[src/rtl/median_filter_pkg.sv]
// Shared encodings and defaults for the wake-up decision logic
// behind the median-filter image reader.
package median_filter_pkg;

    typedef enum logic [1:0] {
        MODE_SINGLE = 2'd0,
        MODE_CONSEC = 2'd1,
        MODE_KOFN   = 2'd2,
        MODE_HYST   = 2'd3
    } mode_e;

    typedef enum logic [1:0] {
        IDLE    = 2'd0,
        ARMED   = 2'd1,
        WAKE    = 2'd2,
        HOLDOFF = 2'd3
    } state_e;

    localparam int DEF_CNT_W   = 13;
    localparam int DEF_MAX_WIN = 4800;

    // K of zero means one frame; K beyond the history depth is capped.
    function automatic int clamp_k(input int k, input int n);
        if (k == 0) return 1;
        if (k > n) return n;
        return k;
    endfunction

endpackage

[src/rtl/frame_history_window.sv]
// Above-threshold frame history: shift register, run counter
// and popcount, with hit flags computed on the incoming frame.
module frame_history_window
    import median_filter_pkg::*;
#(
    parameter int N  = 8,
    parameter int KW = $clog2(N + 1)
) (
    input  logic          clk,
    input  logic          reset,
    input  logic          clear,
    input  logic          shiftEn,
    input  logic          bitIn,
    input  logic [KW-1:0] K,
    output logic          consecHit,
    output logic          kofnHit
);

    logic [N-1:0]  hist;
    logic [N-1:0]  hist_next;
    logic [KW-1:0] consec;
    logic [KW-1:0] consec_next;
    logic [KW-1:0] pop;

    always_comb begin
        hist_next   = hist;
        consec_next = consec;
        if (shiftEn) begin
            hist_next = {hist[N-2:0], bitIn};
            if (!bitIn) begin
                consec_next = '0;
            end else if (consec != KW'(N)) begin
                consec_next = consec + 1'b1;
            end
        end
        pop = '0;
        for (int i = 0; i < N; i++) begin
            pop = pop + KW'(hist_next[i]);
        end
    end

    assign consecHit = (consec_next >= K);
    assign kofnHit   = (pop >= K);

    always_ff @(posedge clk or posedge reset) begin
        if (reset) begin
            hist   <= '0;
            consec <= '0;
        end else if (clear) begin
            hist   <= '0;
            consec <= '0;
        end else begin
            hist   <= hist_next;
            consec <= consec_next;
        end
    end

endmodule

[src/rtl/wake_decision_ctrl.sv]
// Wake-up decision controller: frame edge detect, count saturation,
// frame statistics, configurable decision modes and ack/hold-off.
module wake_decision_ctrl
    import median_filter_pkg::*;
#(
    parameter int CNT_W      = DEF_CNT_W,
    parameter int MAX_WIN    = DEF_MAX_WIN,
    parameter int HIST_DEPTH = 8,
    parameter int HOLDOFF_W  = 4,
    localparam int KW        = $clog2(HIST_DEPTH + 1)
) (
    input  logic                 clk,
    input  logic                 reset,
    input  logic                 start,
    input  logic                 frameDone,
    input  logic [CNT_W-1:0]     activeWindows,
    input  logic [CNT_W-1:0]     thresholdHigh,
    input  logic [CNT_W-1:0]     thresholdLow,
    input  logic [1:0]           mode,
    input  logic [KW-1:0]        requiredFrames,
    input  logic [HOLDOFF_W-1:0] holdoffFrames,
    input  logic                 wakeAck,
    output logic                 wakeUp,
    output logic [CNT_W-1:0]     lastCount,
    output logic [CNT_W-1:0]     peakCount,
    output logic [15:0]          frameCount,
    output logic                 cfgError
);

    state_e               state;
    mode_e                cfg_mode;
    logic [CNT_W-1:0]     th_high;
    logic [CNT_W-1:0]     th_low;
    logic [KW-1:0]        cfg_k;
    logic [HOLDOFF_W-1:0] cfg_hold;
    logic [HOLDOFF_W-1:0] hold_cnt;
    logic                 fd_q;
    logic                 ev_q;
    logic                 clamp_q;
    logic [CNT_W-1:0]     sat_q;

    logic             fe;
    logic             over;
    logic [CNT_W-1:0] sat_in;
    logic             above;
    logic             hit;
    logic             consec_hit;
    logic             kofn_hit;
    logic             ack_go;
    logic             rel_go;
    logic             hold_done;
    logic             enter_armed;
    logic             clear;

    assign fe     = frameDone & ~fd_q;
    assign over   = (activeWindows > CNT_W'(MAX_WIN));
    assign sat_in = over ? CNT_W'(MAX_WIN) : activeWindows;
    assign above  = (sat_q > th_high);

    assign ack_go    = (state == WAKE) && (cfg_mode != MODE_HYST) && wakeAck;
    assign rel_go    = (state == WAKE) && (cfg_mode == MODE_HYST)
                       && ev_q && (sat_q < th_low);
    assign hold_done = (state == HOLDOFF) && ev_q
                       && (hold_cnt == HOLDOFF_W'(1));

    // Any path back into ARMED restarts the history window.
    assign enter_armed = ((state == IDLE) && start)
                         || (ack_go && (cfg_hold == '0))
                         || rel_go || hold_done;
    assign clear = !start || enter_armed;

    always_comb begin
        hit = 1'b0;
        unique case (cfg_mode)
            MODE_CONSEC: hit = consec_hit;
            MODE_KOFN:   hit = kofn_hit;
            default:     hit = above;
        endcase
    end

    frame_history_window #(
        .N  (HIST_DEPTH),
        .KW (KW)
    ) u_hist (
        .clk       (clk),
        .reset     (reset),
        .clear     (clear),
        .shiftEn   (ev_q),
        .bitIn     (above),
        .K         (cfg_k),
        .consecHit (consec_hit),
        .kofnHit   (kofn_hit)
    );

    always_ff @(posedge clk or posedge reset) begin
        if (reset) begin
            state      <= IDLE;
            cfg_mode   <= MODE_SINGLE;
            th_high    <= '0;
            th_low     <= '0;
            cfg_k      <= '0;
            cfg_hold   <= '0;
            hold_cnt   <= '0;
            fd_q       <= 1'b0;
            ev_q       <= 1'b0;
            clamp_q    <= 1'b0;
            sat_q      <= '0;
            wakeUp     <= 1'b0;
            lastCount  <= '0;
            peakCount  <= '0;
            frameCount <= '0;
            cfgError   <= 1'b0;
        end else if (!start) begin
            state      <= IDLE;
            cfg_mode   <= MODE_SINGLE;
            th_high    <= '0;
            th_low     <= '0;
            cfg_k      <= '0;
            cfg_hold   <= '0;
            hold_cnt   <= '0;
            fd_q       <= 1'b0;
            ev_q       <= 1'b0;
            clamp_q    <= 1'b0;
            sat_q      <= '0;
            wakeUp     <= 1'b0;
            lastCount  <= '0;
            peakCount  <= '0;
            frameCount <= '0;
            cfgError   <= 1'b0;
        end else begin
            // Edges seen while IDLE are swallowed, so a level left high
            // across reset or a start cycle never becomes a frame.
            fd_q    <= frameDone;
            ev_q    <= fe && (state != IDLE);
            sat_q   <= sat_in;
            clamp_q <= over;

            if (ev_q) begin
                lastCount <= sat_q;
                if (sat_q > peakCount) peakCount <= sat_q;
                if (frameCount != 16'hFFFF) frameCount <= frameCount + 16'd1;
                if (clamp_q) cfgError <= 1'b1;
            end

            case (state)
                IDLE: begin
                    state    <= ARMED;
                    th_high  <= thresholdHigh;
                    th_low   <= thresholdLow;
                    cfg_hold <= holdoffFrames;
                    cfg_k    <= KW'(clamp_k(int'(requiredFrames), HIST_DEPTH));
                    if (mode_e'(mode) == MODE_HYST
                        && thresholdLow > thresholdHigh) begin
                        cfg_mode <= MODE_SINGLE;
                        cfgError <= 1'b1;
                    end else begin
                        cfg_mode <= mode_e'(mode);
                    end
                end
                ARMED: begin
                    if (ev_q && hit) begin
                        state  <= WAKE;
                        wakeUp <= 1'b1;
                    end
                end
                WAKE: begin
                    if (ack_go) begin
                        wakeUp   <= 1'b0;
                        hold_cnt <= cfg_hold;
                        state    <= (cfg_hold == '0) ? ARMED : HOLDOFF;
                    end else if (rel_go) begin
                        wakeUp <= 1'b0;
                        state  <= ARMED;
                    end
                end
                HOLDOFF: begin
                    if (ev_q) begin
                        hold_cnt <= hold_cnt - 1'b1;
                        if (hold_done) state <= ARMED;
                    end
                end
            endcase
        end
    end

endmodule

[config.mk]
export PLATFORM = sky130hd
export DESIGN_NAME = wake_decision_ctrl
export DESIGN_NICKNAME = d
export VERILOG_FILES = /design/src/rtl/median_filter_pkg.sv /design/src/rtl/frame_history_window.sv /design/src/rtl/wake_decision_ctrl.sv
export SDC_FILE = /design/constraint.sdc
export NUM_CORES = 1
export LEC_CHECK = 0
export BUFFER_PORTS_ARGS = -buffer_cell sky130_fd_sc_hd__buf_4
export CORE_MARGIN = 1.5
export CORE_UTILIZATION = 55
export CTS_BUF_LIST = sky130_fd_sc_hd__clkbuf_4 sky130_fd_sc_hd__clkbuf_8
export CTS_CLUSTER_SIZE = 10
export DETAILED_ROUTE_END_ITERATION = 8
export GPL_TIMING_DRIVEN = 0
export HOLD_SLACK_MARGIN = 0.08
export PLACE_DENSITY = 0.77
export SLEW_MARGIN = 20
export SYNTH_ARGS = -nofsm -noshare
export SYNTH_HDL_FRONTEND = slang
export SYNTH_SLANG_ARGS = --single-unit
[constraint.sdc]
create_clock -name clk -period 6.7 [get_ports clk]
set_input_delay 0.67 -clock clk [delete_from_list [all_inputs] [get_ports clk]]
set_output_delay 0.67 -clock clk [all_outputs]
set_load 0.005 [all_outputs]
==> flow_summary.ini <==
[placement]
io_buffers = 97
globalplace.congestion = 0.924
hpwl_mm = 12.3

[clock_tree]
htreeDepth = 4
cts_buffers = 17
clk_latency_ns = 0.44
clock_sinks = 114
root_buffer = clkbuf_8
cts.path.max_buffers = 2
ctsResizeCount = 0
holdBufCountCts = 0
post_cts_buffers = 0
path_clk_slew_ns = 0.07
cts_tree = built

[sta]
fin_crit_ns = 5.98
drv_slew = 0
worst_slew_pin_slew_ns = 0.781
finalHoldViolCount = 0
post-route-period-util_pct = 89.3
tns_ns = 0
rsz0062_at_grt = false
finClkSkew_ns = 0.0109
setup_viol = 0
relSlewSlack_pct = 47.9
max_freq_ghz = 0.167

[critical_path]
crit_fanout = 6
max_stage_delay_ns = 0.63
arrival_ns = 6.34
start_kind = flop
cp_cell_sequence = ha_1, nand4_1, or4_1, a21boi_2, nand2_1, o21ai_0, ha_1, inv_1, fa_1, fa_1, inv_1, fa_1, inv_1, fa_1, inv_1, ha_1, a21o_1, a211oi_1, o22ai_1, a31oi_4, o21ai_0, a21oi_1
crit_type = reg2reg
crit_slowest_cell = or4_1
worstSetupEndpointType = flop
required_ns = 7.06

[synthesis]
ys_ff_latch = 114
synthArstFlopShare_pct = 100
yosysTopAreaCellShare_pct = 42.5
ys_types = 61
yosys.area.top_type = dfrtp_1
postSynthAreaPerCell_um2 = 9.91
yosys_warnings = 0
ys_top_cells_by_area = dfrtp_1 42%, ha_1 14%, mux2i_1 9.7%
syn_nets = 810
ys.flop_type = dfrtp_1
synth_seq_area_share_pct = 42.5
netlist_instances = 678
synth_area_um2 = 6720
synth_edf_count = 0

[routing]
post-route-drc-count = 0
post_drt_wl_per_cell_um = 17.1
drtIter0Drc = 313
dr.pass1.iters = 6
postRouteAntennaNets = 0
vias_per_cell = 5.62
finalWirelength_mm = 16.3
vias = 5366

[floorplanning]
die_y_um = 114
row_count = 40
floorplan.initialDensity_pct = 56.2
boundaryPins = 98
coreArea_um2 = 12000
die_x_um = 114
dieArea_um2 = 12900

[grt]
grt_max_degree = 83
antenna_found_initial = 0
grt_pass1_vias = 5540
grt_first_pass_wirelength_mm = 27.3
grt.total_usage_pct = 27.3
overflow = 0

[pwr]
p_leak_nw = 4.13
pwr-share-clk_pct = 37.4
p_sw_mw = 0.497
p_int_mw = 1.20
vdd_drop_max_uv = 124
p_total_mw = 1.70
powerDensity_nw_per_um2 = 210
p_sw_share_pct = 29.3
pwr-share-seq_pct = 44.4
comb_power_share_pct = 18.2

[cells_and_area]
final_util_pct = 67.4
final.fill_count = 932
layout_commonest_cell = dfrtp_1
area_growth_pct = 19.9
drive_above_1_share_pct = 19.1
fin_nets = 927
layout_common_cells = 114 x dfrtp_1, 98 x buf_4, 92 x nor2_1
antenna_cells = 0

[run]
cap_violations = 0

[worst_hold_path]
hold_path.class = in2async

[outcome]
outcome = completed
## sequential cells by signal, summed over array words and instances, names as in the netlist, 8 cells and up
register and count:
frameCount 16, lastCount 13, peakCount 13, sat_q 13, th_high 13, th_low 13
u_hist.hist 8
## worst max-delay path, delay by kind of cell, from the launching register on
family                     cells  cell delay [ns]
DFF                            1             0.46
adders and majority gates      7             2.66
and+or+nand+nor                3             0.99
buffers and inverters          4             0.25
AOI/OAI and AO/OA              8             1.54
## per-layer routing
metal / vias up / global-route usage (%) / part of all wire [%]
met5: - / 0 / 0
met4: 0 / 10.7 / 2.5
met3: 45 / 6.54 / 5.7
met2: 168 / 44.2 / 47
met1: 2603 / 35.8 / 45
li1: 2550 / - / -
## cell usage after synthesis (all sizes together) (4+ instances only)
master	instances
dfrtp	114
nor2	92
inv	77
ha	74
mux2i	65
nand2	32
a21oi	28
o21ai	25
a21o	14
and2	14
nand3	14
nor2b	14
buf	13
nand4	12
xor2	11
clkbuf	8
nand2b	7
a211oi	6
and4	5
fa	4
nor3	4
## worst paths after layout
| path | from | end | slack (ns) | depth (start not counted) |
|---|---|---|---|---|
| worst max register to register | sat_q[11] | state[0] | 0.72 | 22 |
| worst max-delay path | sat_q[11] | state[0] | 0.72 | 22 |
| worst min-delay path | reset | frameCount[10] | 0.19 | 2 |
| worst min register to register | fd_q | ev_q | 0.40 | 1 |
| min in group clk | fd_q | ev_q | 0.40 | 1 |
| max in group asynchronous | reset | u_hist.hist[4] | 5.80 | 3 |
## power groups by stage
| stage | combinational, mW | clock (mW) | sequential (mW) |
|---|---|---|---|
| 2_1_floorplan | 0.208 | 0 | 0.754 |
| 3_3_place_gp | 0.290 | 0 | 0.762 |
| 4_1_cts | 0.308 | 0.643 | 0.752 |
| 6_report | 0.308 | 0.635 | 0.753 |
| 3_5_place_dp | 0.305 | 0 | 0.765 |
| 5_1_grt | 0.346 | 0.677 | 0.757 |
## layout make-up
cell class | count | area [um2] | area share (%)
Multi-Input combinational cell | 465 | 3480 | 43.2
Buffer | 21 | 92.6 | 1.15
Sequential cell | 114 | 2850 | 35.4
Timing Repair Buffer | 98 | 756 | 9.38
Clock buffer | 19 | 255 | 3.17
Inverter | 78 | 298 | 3.70
Clock inverter | 13 | 138 | 1.71
Tap cell | 147 | 184 | 2.28
## stage by stage
step | cells | hold slack (ns) | worst slack (ns) | area (um2)
floorplan | 678 | 0.382 | 1.43 | 6720
global placement | 922 | 0.391 | 0.940 | 7630
detailed placement | 923 | 0.399 | 0.791 | 7660
CTS | 955 | 0.196 | 0.735 | 8060
global route | 955 | 0.207 | 0.449 | 8060
finish | 955 | 0.189 | 0.716 | 8060
## cell families (layout without fill, tap and decap cells)
kind of cell             Yosys count  after routing  synth area share [%]
XOR/XNOR                          14             14                  1.82
multiplexers                      68             68                  10.2
AND/OR/NAND/NOR                  205            205                  14.6
buffers and inverters             99            229                  5.74
adder cells (fa/ha/maj)           78             78                  15.0
flip-flops                       114            114                  42.5
AO/OA/AOI/OAI                    100            100                  10.2
(Power assumes the default switching activity.)
